**config.mk**
```make
export PLATFORM = sky130hd
export DESIGN_NAME = m_ext_issue
export DESIGN_NICKNAME = d
export VERILOG_FILES = /design/src/rtl/m_ext_issue.sv
export SDC_FILE = /design/constraint.sdc
export NUM_CORES = 1
export LEC_CHECK = 0
export CAP_MARGIN = 40
export CELL_PAD_IN_SITES_DETAIL_PLACEMENT = 1
export CELL_PAD_IN_SITES_GLOBAL_PLACEMENT = 2
export CORE_ASPECT_RATIO = 1.2
export CORE_UTILIZATION = 22
export DETAILED_ROUTE_END_ITERATION = 12
export PLACE_DENSITY_LB_ADDON = 0.1
export SLEW_MARGIN = 40
export SYNTH_ARGS = -nofsm -noshare
export SYNTH_HDL_FRONTEND = slang
export SYNTH_SLANG_ARGS = --single-unit
```
**constraint.sdc**
```tcl
create_clock -name clk -period 2.3 [get_ports clk]
set_clock_uncertainty 0.1 [all_clocks]
set_input_delay 0.46 -clock clk [delete_from_list [all_inputs] [get_ports clk]]
set_output_delay 0.46 -clock clk [all_outputs]
set_load 0.1 [all_outputs]
```
**src/rtl/m_ext_issue.sv**
```systemverilog
// M-extension issue controller: sequences MUL-family ops into the Multiplier.
// Optional result reuse of the last completed op: M_EXT_RESULT_REUSE_EN.
module m_ext_issue #(
    parameter int XLEN           = 32,
    parameter int TIMEOUT_CYCLES = 64,
    parameter int CNT_W          = 8
) (
    input  logic            clk,
    input  logic            rst,
    input  logic            req_valid,
    output logic            req_ready,
    input  logic [2:0]      req_funct3,
    input  logic [XLEN-1:0] req_rs1,
    input  logic [XLEN-1:0] req_rs2,
    input  logic [4:0]      req_rd,
    output logic [2:0]      mul_sel,
    output logic [XLEN-1:0] mul_a,
    output logic [XLEN-1:0] mul_b,
    input  logic            mul_ready,
    input  logic [XLEN-1:0] mul_res,
    output logic            wb_valid,
    input  logic            wb_ready,
    output logic [4:0]      wb_rd,
    output logic [XLEN-1:0] wb_data,
    output logic            stall,
    output logic            err_illegal,
    output logic            err_timeout
);

    typedef enum logic [1:0] {IDLE, ISSUE, WAIT, RESP} state_t;

    localparam logic [CNT_W-1:0] CNT_LIM = CNT_W'(TIMEOUT_CYCLES - 1);

    state_t           state;
    state_t           state_n;
    logic [CNT_W-1:0] cnt;
    logic             acc;
    logic             launch;
    logic             hit;
    logic             at_lim;

    assign req_ready = (state == IDLE);
    assign stall     = (state != IDLE);
    assign acc       = req_valid & req_ready;
    assign launch    = acc & ~req_funct3[2] & (req_rd != 5'd0);
    assign at_lim    = (cnt == CNT_LIM);

`ifdef M_EXT_RESULT_REUSE_EN
    logic            c_valid;
    logic [2:0]      c_f3;
    logic [2:0]      op_f3;
    logic [XLEN-1:0] c_rs1;
    logic [XLEN-1:0] c_rs2;
    logic [XLEN-1:0] c_res;

    assign hit = c_valid & (c_f3 == req_funct3) &
                 (c_rs1 == req_rs1) & (c_rs2 == req_rs2);

    // Only ready-terminated results are cached; a timeout drops the entry.
    always_ff @(posedge clk) begin
        if (rst) begin
            c_valid <= 1'b0;
            c_f3    <= 3'd0;
            op_f3   <= 3'd0;
            c_rs1   <= '0;
            c_rs2   <= '0;
            c_res   <= '0;
        end else begin
            if (state == IDLE && acc)
                op_f3 <= req_funct3;
            if (state == WAIT) begin
                if (mul_ready) begin
                    c_valid <= 1'b1;
                    c_f3    <= op_f3;
                    c_rs1   <= mul_a;
                    c_rs2   <= mul_b;
                    c_res   <= mul_res;
                end else if (at_lim) begin
                    c_valid <= 1'b0;
                end
            end
        end
    end
`else
    assign hit = 1'b0;
`endif

    always_ff @(posedge clk) begin
        if (rst)
            state <= IDLE;
        else
            state <= state_n;
    end

    always_comb begin
        state_n = state;
        unique case (state)
            IDLE:  if (launch) state_n = hit ? RESP : ISSUE;
            ISSUE: state_n = WAIT;
            WAIT:  if (mul_ready || at_lim) state_n = RESP;
            RESP:  if (wb_ready) state_n = IDLE;
            default: state_n = IDLE;
        endcase
    end

    always_ff @(posedge clk) begin
        if (rst) begin
            mul_sel     <= 3'd0;
            mul_a       <= '0;
            mul_b       <= '0;
            wb_valid    <= 1'b0;
            wb_rd       <= 5'd0;
            wb_data     <= '0;
            err_illegal <= 1'b0;
            err_timeout <= 1'b0;
            cnt         <= '0;
        end else begin
            err_illegal <= 1'b0;
            err_timeout <= 1'b0;
            unique case (state)
                IDLE: begin
                    if (acc && req_funct3[2]) begin
                        err_illegal <= 1'b1;
                    end else if (launch) begin
                        wb_rd <= req_rd;
                        if (hit) begin
                            wb_valid <= 1'b1;
`ifdef M_EXT_RESULT_REUSE_EN
                            wb_data  <= c_res;
`endif
                        end else begin
                            mul_sel <= req_funct3 + 3'd1;
                            mul_a   <= req_rs1;
                            mul_b   <= req_rs2;
                        end
                    end
                end
                ISSUE: cnt <= '0;
                WAIT: begin
                    // Ready on the limit cycle still counts as a result.
                    if (mul_ready) begin
                        wb_data  <= mul_res;
                        mul_sel  <= 3'd0;
                        wb_valid <= 1'b1;
                    end else if (at_lim) begin
                        wb_data     <= '0;
                        mul_sel     <= 3'd0;
                        wb_valid    <= 1'b1;
                        err_timeout <= 1'b1;
                    end else begin
                        cnt <= cnt + 1'b1;
                    end
                end
                RESP: if (wb_ready) wb_valid <= 1'b0;
                default: ;
            endcase
        end
    end

endmodule

```
Word-level counts from Yosys, hierarchy flattened
Cells that the tools add are included.
- bits in registers: 117
- input bits: 109
- output and inout port bits: 109
- logic and storage cells: 67
- add/subtract/negate cells: 2
- equality and inequality tests: 11
- mux-type cells: 20
- bitwise gates (word level): 7
- reduce and logical (&&, ||, !) cells: 17
- operators with widths (kind ; number):
    $mux W32 ; 2
    $mux W8 ; 2
    $pmux W8 S2 ; 1
    $mux W3 ; 4
    $reduce_and A3 Y1 ; 4
    $ne A2 B2 Y1 const B ; 5
    $reduce_bool A2 Y1 ; 5
    $add A8 B1 Y8 const B ; 1
    $eq A8 B6 Y1 const B ; 1
    $pmux W2 S4 ; 1
    $mux W2 ; 3
    $pmux W3 S2 ; 1
    $mux W1 ; 5
    $reduce_bool A5 Y1 ; 1
    $eq A2 B2 Y1 const B ; 2
    $not A1 Y1 ; 4
    $reduce_and A4 Y1 ; 1
    $add A3 B1 Y3 const B ; 1
    $and A1 B1 Y1 ; 3
    $ne A3 B3 Y1 const B ; 1
    $reduce_or A3 Y1 ; 1
    $eq A2 B1 Y1 const B ; 1
    $logic_not A2 Y1 ; 1
    $ne A2 B1 Y1 const B ; 1
    5 further kinds ; 5

Depth between registers and ports, before layout
- word-level depth: 7
- mapped depth: 9
- mapped depth without buffers: 6

Least setup slack after synthesis
Ideal clock, no wire load.
- path kind: reg-to-reg
- from: register state[0]
- to: register state[0]
- library setup time: 0.115 ns
- arrival time: 2.535 ns
- data required time: 2.085 ns
- setup slack: -0.449 ns
- cell stages (with the launch flop): 6
- path buffers: 0
- clock period less this slack: 2.749 ns
- path through: dfxtp_1 -> inv_1 -> ha_1 -> inv_1 -> o211a_1 -> o21a_1
- cells in the longest elaborated chain, start to end: 6
- RTL lines (item ; line ; RTL):
    start, declared ; 34 ; state_t state;
    start signal, assigned ; 92 ; state <= state_n;
    $logic_not A2 Y1 (*) ; 42 ; assign req_ready = (state == IDLE);
    net req_ready ; 11 ; output logic req_ready,
    $and A1 B1 Y1 ; 44 ; assign acc = req_valid & req_ready;
    $and A1 B1 Y1 (2 in series) ; 45 ; assign launch = acc & ~req_funct3[2] & (req_rd != 5'd0);
    $ne A2 B1 Y1 (no source line) ; - ;
    $reduce_and A3 Y1 (no source line) ; - ;
Mark *: on every way through the listed nets, which the timed path passes. The rest lies on a longest branch.
A chain may end at the register's enable or synchronous reset.

Worst setup path after layout
- from: register state[0]
- to: output port stall
- cells in the longest elaborated chain, start to end: 1
- RTL lines (item ; line ; RTL):
    $reduce_bool A2 Y1 ; 43 ; assign stall = (state != IDLE);
    end, declared ; 25 ; output logic stall,
Every way passes these cells.

==> results.md <==
- CTS tree: built
- Final core utilization: between 30% and 40%
- Via count: 4181
- Ports: about 220
- Post-Synth Simple-Gate Area: 18.0%
- Post-CTS Hold Fix Bufs: 0
- Fin nets: 806
- Fin crit share: roughly 90%
- Min-delay src: rst
- Half-perimeter wire length after placement: 10600 um
- TritonCTS Buffers: 17
- Port Buffers: 217
- FMAX: 493 MHz
- Cts repair resizes: 0
- CP startpoint: state[0]$_SDFFE_PP0P_
- Post-synth net total: 584
- Gate Count Post-Synth: 469
- RD Place Congestion: between 0.7 and 0.8
- Met1 WL: 5830 um
- Seq/Total Area, Yosys: 54.7%
- Clock sinks: 117
- FILL cells: 2206
- Crit path required time: around 1.7 ns
- Worst skew pair latency: 0.41 ns
- Synth unique cells: 52
- Critical Path Fanout Max: 5
- Status: finished clean
- Final worst path period need: just over 2 ns
- LEAKAGE: between 2 and 3 nW
- Layout cell share with drive strength beyond 1: 25.1%
- H-tree Lvls: 4
- Post-Synth Adder-Cell Area: 1.75%
- Detail Route met3 WL: 1050 um
- Total power: 8.47 mW
- Vias per cell: roughly 4.4
- Largest family of logic cells by synthesized area: compound AO/OA/AOI/OAI gates
- Max layer used: met4
- Initial Utilization: 22.6%
- GR Overflow Total: 0
- N_diodes: 0
- Worst slew pin tran: 0.480 ns
- Final Hold Fails: 0
- # Max-Cap Violations: 0
- Max Slew Vio Count: 0
- Post-synthesis mux area share: 0.730%
- DR iter-0 viols: 114
- Compound-Gate Fraction of Synth Area: 19.6%
- Dominant synthesized flop cell: dfxtp_1
- Clk buf depth: 2
- Drt pass-1 iters: 4
- Core Area: 19000 um^2
- Number of global-route vias before repair: 4448
- Ys async rst share: 0%
- Mean post-synth cell area: 9.13 um^2
- Commonest non-fill, non-tap cell in the layout: nand2_1
- Largest net degree at the start of global routing: 52
- Die Area: roughly 20000 um^2
- Total Wirelength: 14400 um
- Max_slew headroom: 67.7%
- Startpoint types: flip-flop
- Cell Area, Synth: between 4000 and 5000 um^2
- Setup violators final: 0
- Die Wd: 129 um
- WL/cell: 15.0 um
- Setup Fix Bufs, Post-CTS: 0
- Power Dens Cells: 1170 nW/um^2
- R2R Setup Slk: approximately 0.29 ns
- Post-synth EDFFs: 0
- Crit Path Class: flip-flop to output port
- Antenna Nets Post-Route: 0
- XOR/XNOR Fraction of Synth Area: 0.204%
- CP Capture Type: output port
- Commonest cells after routing, fill and taps aside: 145 x nand2_1, 118 x buf_4, 117 x dfxtp_1, 107 x clkdlybuf4s50_1, 64 x a21oi_1
- Initial antenna violation count: 0
- RSZ-0062 raised after global routing: no
- Chip height: around 150 um
- Critical Path AT: 1.47 ns
- GRT Total Usage: 14.7%
- HP Class: input pin to flip-flop
- Yosys reg bits: roughly 120
- # DRC: 0
- Area Growth Syn to Fin: 69.1%
- Worst R2R Start: state[0]$_SDFFE_PP0P_
- Clock slew at reported path FFs: 0.05 ns
- Root buf cell: clkbuf_16
- Met2 Routed Length: 7340 um
- Site Rows: 55
- Synth warn: 0
- Peak supply drop: 0.545 mV
- First-pass GRT wire length: roughly 23000 um
-- logic make-up after synthesis --
kind of cell	count (synthesis)
AO/OA/AOI/OAI	124
adder cells (fa/ha/maj)	6
XOR/XNOR	1
multiplexers	3
flip-flops	117
AND/OR/NAND/NOR	181
buffers and inverters	37
-- routing by layer --
metal,track usage [%],vias up
li1,-,2058
met1,15.9,1960
met2,26.1,152
met3,5.16,11
met4,5.43,0
met5,0,-
-- worst paths after layout --
kind,to,cells past startpoint
worst min-delay path,wb_valid$_SDFFE_PP0P_,2
worst max-delay path,stall,4
worst min register to register,mul_b[16]$_SDFFE_PP0P_,2
worst max register to register,mul_sel[0]$_SDFFE_PP0P_,6
-- critical path, cell delays in order, from the launching register on --
cell     delay (ns)
dfxtp_1        0.39
inv_1          0.08
ha_2           0.23
inv_1          0.16
buf_12         0.20
-- stage by stage --
stage / setup TNS [ns] / cell area, um^2 / hold slack, ns / setup slack (ns) / cells
2_1_floorplan: 0 / 4290 / 0.368 / 0.0297 / 469
3_3_place_gp: -0.0351 / 6570 / 0.342 / -0.0134 / 928
3_5_place_dp: -1.47 / 6570 / 0.349 / -0.0579 / 928
4_1_cts: 0 / 7240 / 0.307 / 0.244 / 960
5_1_grt: 0 / 7240 / 0.329 / 0.106 / 960
6_report: 0 / 7240 / 0.310 / 0.273 / 960
-- registers in the layout, summed over array words and instances (netlist names) --
register     flops
mul_a           32
mul_b           32
wb_data         32
cnt              8
wb_rd            5
mul_sel          3
state            2
err_illegal      1
err_timeout      1
wb_valid         1
-- synthesized netlist by cell type (2+ instances only) --
cell type,n,share of area [%]
a22oi_1,2,0.35
and3_1,2,0.29
dfxtp_1,117,55
nand2_1,145,13
o211ai_1,2,0.35
inv_1,3,0.26
a21oi_1,64,7.5
nand3_1,3,0.35
a31oi_1,2,0.29
o2bb2ai_1,2,0.41
nor2_1,6,0.53
mux2i_1,2,0.47
buf_6,8,2.1
o21a_1,2,0.35
a21oi_2,6,1.2
ha_1,6,1.8
buf_2,12,1.4
nand2b_1,3,0.44
nor3_1,4,0.47
a22o_1,32,6.5
clkbuf_1,12,1.1
and2_1,2,0.29
nand4_1,3,0.44
-- power by group --
part	internal, mW	switching (mW)
logic	0.860	2.23
registers	2.24	0.123
clock network	2.06	0.956
-- final cells by class --
cell class | instances | area (um^2) | share of cell area [%]
Multi-Input combinational cell | 315 | 1730 | 23.9
Inverter | 4 | 15.0 | 0.207
Tap cell | 256 | 320 | 4.42
Clock buffer | 20 | 447 | 6.17
Clock inverter | 12 | 226 | 3.13
Timing Repair Buffer | 236 | 2160 | 29.8
Sequential cell | 117 | 2340 | 32.3
(Power assumes the default switching activity.)
